`src/rtl/lc3b_types.sv`:
```
// Shared LC-3b pipeline types: register index, hazard FSM state and
// the saved write-back bundle handed to the forwarding unit.
package lc3b_types;

  typedef logic [2:0] lc3b_reg;

  typedef enum logic [1:0] {
    S_IDLE = 2'd0,
    S_IND1 = 2'd1,
    S_IND2 = 2'd2
  } lc3b_hazard_state;

  typedef struct packed {
    logic    load_regfile_wb;
    lc3b_reg dest_wb;
  } lc3b_forward_save;

endpackage

```
`src/rtl/load_use_detect.sv`:
```
// Load-use comparator: flags an ID source that depends on the
// destination of a load still sitting in EX.
module load_use_detect
  import lc3b_types::*;
(
  input  logic    ex_is_load,
  input  logic    ex_load_regfile,
  input  lc3b_reg ex_dest,
  input  lc3b_reg id_src1,
  input  lc3b_reg id_src2,
  input  logic    id_src1_valid,
  input  logic    id_src2_valid,
  output logic    hazard
);

  logic hit1;
  logic hit2;

  assign hit1   = id_src1_valid & (id_src1 == ex_dest);
  assign hit2   = id_src2_valid & (id_src2 == ex_dest);
  assign hazard = ex_is_load & ex_load_regfile & (hit1 | hit2);

endmodule

```
`src/rtl/hazard_stall_unit.sv`:
```
// Pipeline stall control: indirect-memory FSM, load-use bubble
// counter and the WB snapshot kept alive across back-end freezes.
module hazard_stall_unit
  import lc3b_types::*;
#(
  parameter int LOAD_USE_STALL = 1
) (
  input  logic             clk,
  input  logic             reset_n,
  input  lc3b_reg          id_src1,
  input  lc3b_reg          id_src2,
  input  logic             id_src1_valid,
  input  logic             id_src2_valid,
  input  logic             ex_is_load,
  input  logic             ex_load_regfile,
  input  lc3b_reg          ex_dest,
  input  logic             mem_access,
  input  logic             mem_indirect,
  input  logic             mem_resp,
  input  logic             wb_load_regfile,
  input  lc3b_reg          wb_dest,
  output logic             stall_front,
  output logic             stall_back,
  output logic             bubble_ex,
  output logic             indirectmux_sel,
  output lc3b_forward_save forward_save
);

  localparam logic [1:0] STALL_INIT = 2'(LOAD_USE_STALL - 1);

  lc3b_hazard_state state;
  lc3b_hazard_state state_next;
  logic             hazard;
  logic             back_raw;
  logic [1:0]       cnt;
  logic             cnt_busy;
  logic             stall_q;
  logic             stall_rise;
  lc3b_forward_save save_q;
  lc3b_forward_save wb_now;

  load_use_detect u_detect (
    .ex_is_load      (ex_is_load),
    .ex_load_regfile (ex_load_regfile),
    .ex_dest         (ex_dest),
    .id_src1         (id_src1),
    .id_src2         (id_src2),
    .id_src1_valid   (id_src1_valid),
    .id_src2_valid   (id_src2_valid),
    .hazard          (hazard)
  );

  always_ff @(posedge clk or negedge reset_n) begin
    if (!reset_n) state <= S_IDLE;
    else          state <= state_next;
  end

  always_comb begin
    state_next = state;
    unique case (state)
      S_IDLE:
        if (mem_access & mem_indirect)
          state_next = mem_resp ? S_IND2 : S_IND1;
      S_IND1:
        if (mem_resp) state_next = S_IND2;
      S_IND2:
        if (mem_resp) state_next = S_IDLE;
      default:
        state_next = S_IDLE;
    endcase
  end

  // Entering an indirect op freezes the back end even if the
  // pointer read completes at once: the data access still follows.
  always_comb begin
    back_raw        = 1'b0;
    indirectmux_sel = 1'b0;
    unique case (state)
      S_IDLE: back_raw = mem_access & (~mem_resp | mem_indirect);
      S_IND1: back_raw = 1'b1;
      S_IND2: begin
        back_raw        = mem_access & ~mem_resp;
        indirectmux_sel = 1'b1;
      end
      default: back_raw = 1'b0;
    endcase
  end

  assign cnt_busy    = (cnt != 2'd0);
  assign stall_back  = reset_n & back_raw;
  assign stall_front = reset_n & (back_raw | hazard | cnt_busy);
  assign bubble_ex   = reset_n & ~back_raw & (hazard | cnt_busy);

  // Bubble counter only moves while the back end is advancing.
  always_ff @(posedge clk or negedge reset_n) begin
    if (!reset_n) begin
      cnt <= 2'd0;
    end else if (!stall_back) begin
      if (cnt_busy)    cnt <= cnt - 2'd1;
      else if (hazard) cnt <= STALL_INIT;
    end
  end

  assign wb_now     = {wb_load_regfile, wb_dest};
  assign stall_rise = stall_back & ~stall_q;

  always_ff @(posedge clk or negedge reset_n) begin
    if (!reset_n) begin
      stall_q <= 1'b0;
      save_q  <= '0;
    end else begin
      stall_q <= stall_back;
      if (stall_rise)      save_q <= wb_now;
      else if (!stall_back) save_q <= '0;
    end
  end

  assign forward_save = stall_rise ? wb_now : save_q;

endmodule

```
`config.mk`:
```
export PLATFORM = sky130hd
export DESIGN_NAME = hazard_stall_unit
export DESIGN_NICKNAME = d
export VERILOG_FILES = /design/src/rtl/lc3b_types.sv /design/src/rtl/load_use_detect.sv /design/src/rtl/hazard_stall_unit.sv
export SDC_FILE = /design/constraint.sdc
export NUM_CORES = 1
export LEC_CHECK = 0
export CORE_AREA = 4 4 43 45
export DETAILED_ROUTE_END_ITERATION = 16
export DIE_AREA = 0 0 47 49
export HOLD_SLACK_MARGIN = 0.02
export PLACE_DENSITY = 0.77
export SKIP_CTS_REPAIR_TIMING = 1
export SYNTH_ARGS = -nofsm -noshare
export SYNTH_HDL_FRONTEND = slang
export SYNTH_SLANG_ARGS = --single-unit
```
`constraint.sdc`:
```
create_clock -name clk -period 3.5 [get_ports clk]
set_input_delay 0.875 -clock clk [delete_from_list [all_inputs] [get_ports clk]]
set_output_delay 0.875 -clock clk [all_outputs]
set_load 0.02 [all_outputs]
```
==> results.cfg <==
[status]
status = finished, final reports clean

[timing]
clock_skew_ps = 4.716
final_hold_viol_count = 0
finalMaxSlewViolations = 0
period_share_pct = 97.62
maxSlewHeadroom_pct = 82.14
period_needed_ps = 3417
worst_slack_ps = 83.33
worst_pin_slew_ps = 264.5
max_freq_ghz = 0.2927
setup_viol_count_final = 0

[worst_setup_path]
r2r_cells = 7
arrival_ps = 2540
start_kind = input pin
worstPathRequired_ps = 2620
crit_type = in -> out
cp-end-kind = output port
cp_max_fo = 3

[floorplan]
core_area_um2 = 1471
die-area_um2 = 2303
die_w_um = 47
io_pins = 30
initial_core_util_pct = 37.24
die_y_um = 49
row_count = 14

[global_route]
grt_pass1_wl_um = 2325
gr-usage-all-layers_pct = 13.20
grt_max_degree = 6
first_global_vias = 556
antenna_found_initial = 0
grt_overflow_total = 0

[power]
leakage_nw = 0.5433
pwr-share-seq_pct = 37.7
swShare_pct = 27.96
power_switching_w = 0.00008714
internal_power_w = 0.0002245
p_clk_share_pct = 25.5
power_frac_comb_pct = 36.8
pwr_density_cell_nw_per_um2 = 311.4
ir_drop_mv = 0.2283

[synthesis]
syn_inst = 51
synth.area.top_cells = dfrtp_1, mux2_4, mux2i_1
mappedNetlistArea_um2 = 548.0
synth_seq_area_share_pct = 41.10
yosys_warnings = 0
ys_ff_latch = 9
synth_fp_nets = 73
yosysUniqueCellTypes = 21
syn_avg_cell_area_um2 = 10.75
synth.largest_area_cell = dfrtp_1
yosysTopAreaCellShare_pct = 41.10

[cts]
cts_tree = yes
cts_made_buffers = 3
cts.sinks = 9
cts_buffer_depth = 2
htreeDepth = 1
insertion_delay_ps = 250
path_clk_slew_ps = 60
cts-root-buf = clkbuf_4

[placement]
dp_hpwl_um = 1213
dp_cells = 107
gp_congestion = 0.7405
io_buffer_count = 29
pre_cts_ws_ps = -167.9

[drt]
wl_um = 1377
drt-pass1-iter-count = 3
drtIter0Drc = 8
ant_nets = 0
via_per_inst = 4.847
drc = 0
vias = 538
wl_per_cell_um = 12.41

[layout]
final_cells = 111
regArea_um2 = 225.2
multi_input_area_um2 = 326.6
drive_gt1_share_pct = 24.21
diodes = 0
area_growth_pct = 82.65
nets = 118
n_fill_cell = 130

[worst_hold_path]
min_delay_path_depth = 2
hold_class = reg -> reg

[flow_run]
drv_cap = 0
[logic make-up (layout without fill, tap and decap cells)]
logic type | Yosys count | after routing | synth area share, %
buffers and inverters | 3 | 47 | 2.055
XOR/XNOR | 6 | 6 | 9.591
AND/OR/NAND/NOR | 17 | 17 | 17.81
multiplexers | 8 | 8 | 18.27
flip-flops | 9 | 9 | 41.10
AO/OA/AOI/OAI | 8 | 8 | 11.19
[cell usage after synthesis]
master     count
a21oi_2        1
a31oi_1        1
and4_1         1
clkbuf_1       1
dfrtp_1        9
inv_1          2
mux2_4         4
mux2i_1        4
nand2_1        2
nand2b_1       2
nand3_1        2
nand3b_4       1
nor2_1         6
nor2b_1        1
nor3_1         2
o21a_1         1
o21ai_0        3
o2bb2ai_2      1
o41ai_1        1
xnor2_1        3
xor2_1         3
[registers in the layout (all words and copies together) (netlist names)]
name and flops:
cnt 2, stall_q 1, state 2, save_q 4
[critical path: stages]
cell             delay (ps)
clkdlybuf4s50_1         500
a21oi_2                  90
o2bb2ai_4               190
buf_4                   130
nand2_1                  70
inv_1                    80
clkdlybuf4s50_1         600
[per-layer routing]
layer  part of all wire [%]  global-route usage [%]  vias up
met5                      0                       0        -
met4                      0                   1.382        0
met3                    7.0                   2.214        0
met2                     48                   22.40       16
met1                     45                   17.62      253
li1                       -                       -      269
[cells in the final DEF (no fill, tap or decap), types with 3 or more instances in the layout]
| cell type | instances |
|---|---|
| dlymetal6s2s_1 | 6 |
| xnor2_1 | 3 |
| mux2i_1 | 4 |
| buf_4 | 12 |
| dfrtp_1 | 9 |
| clkdlybuf4s50_1 | 23 |
| xor2_1 | 3 |
| clkbuf_4 | 3 |
| o21ai_0 | 3 |
| nor2_1 | 5 |
| mux2_4 | 4 |
[metrics by stage]
step / utilization (%) / power [W] / cell area, um^2 / hold WS [ps] / TNS, ps
floorplan: - / 0.0001658 / 548.0 / 479.2 / 0
detailed placement: 64.20 / 0.0002331 / 944.7 / 510.4 / -591.6
CTS: 65.99 / 0.0003108 / 970.9 / 518.5 / -601.5
finish: 68.03 / 0.0003117 / 1001 / 528.8 / 0
global placement: 64.20 / 0.0002308 / 944.7 / 497.8 / -400.7
global route: 68.03 / 0.0003294 / 1001 / 553.0 / -4.905
[path summary, 6_finish.rpt]
path | from | end | slack (ps)
worst min register to register | save_q[3] | save_q[3] | 530
worst max register to register | state[0] | cnt[1] | 2090
min in group asynchronous | reset_n | save_q[2] | 1100
worst max-delay path | mem_access | stall_back | 80
worst min-delay path | save_q[3] | save_q[3] | 530
max in group asynchronous | reset_n | save_q[0] | 2290
[area by class of cell]
cell class | instances | share of cell area [%]
Sequential cell | 9 | 22.50
Timing Repair Buffer | 41 | 39.50
Tap cell | 16 | 2.000
Inverter | 2 | 0.7500
Clock buffer | 4 | 2.625
Multi-Input combinational cell | 39 | 32.62
[power by group through the flow]
stage                     registers, W   logic, W  clock network, W
final                         0.000118   0.000115         0.0000796
after global routing          0.000118   0.000124         0.0000872
after CTS                     0.000117   0.000115         0.0000790
after detailed placement      0.000119   0.000114                 0
after global placement        0.000119   0.000112                 0
after floorplan               0.000116  0.0000501                 0
No activity file was read; power rests on OpenSTA's default activity.
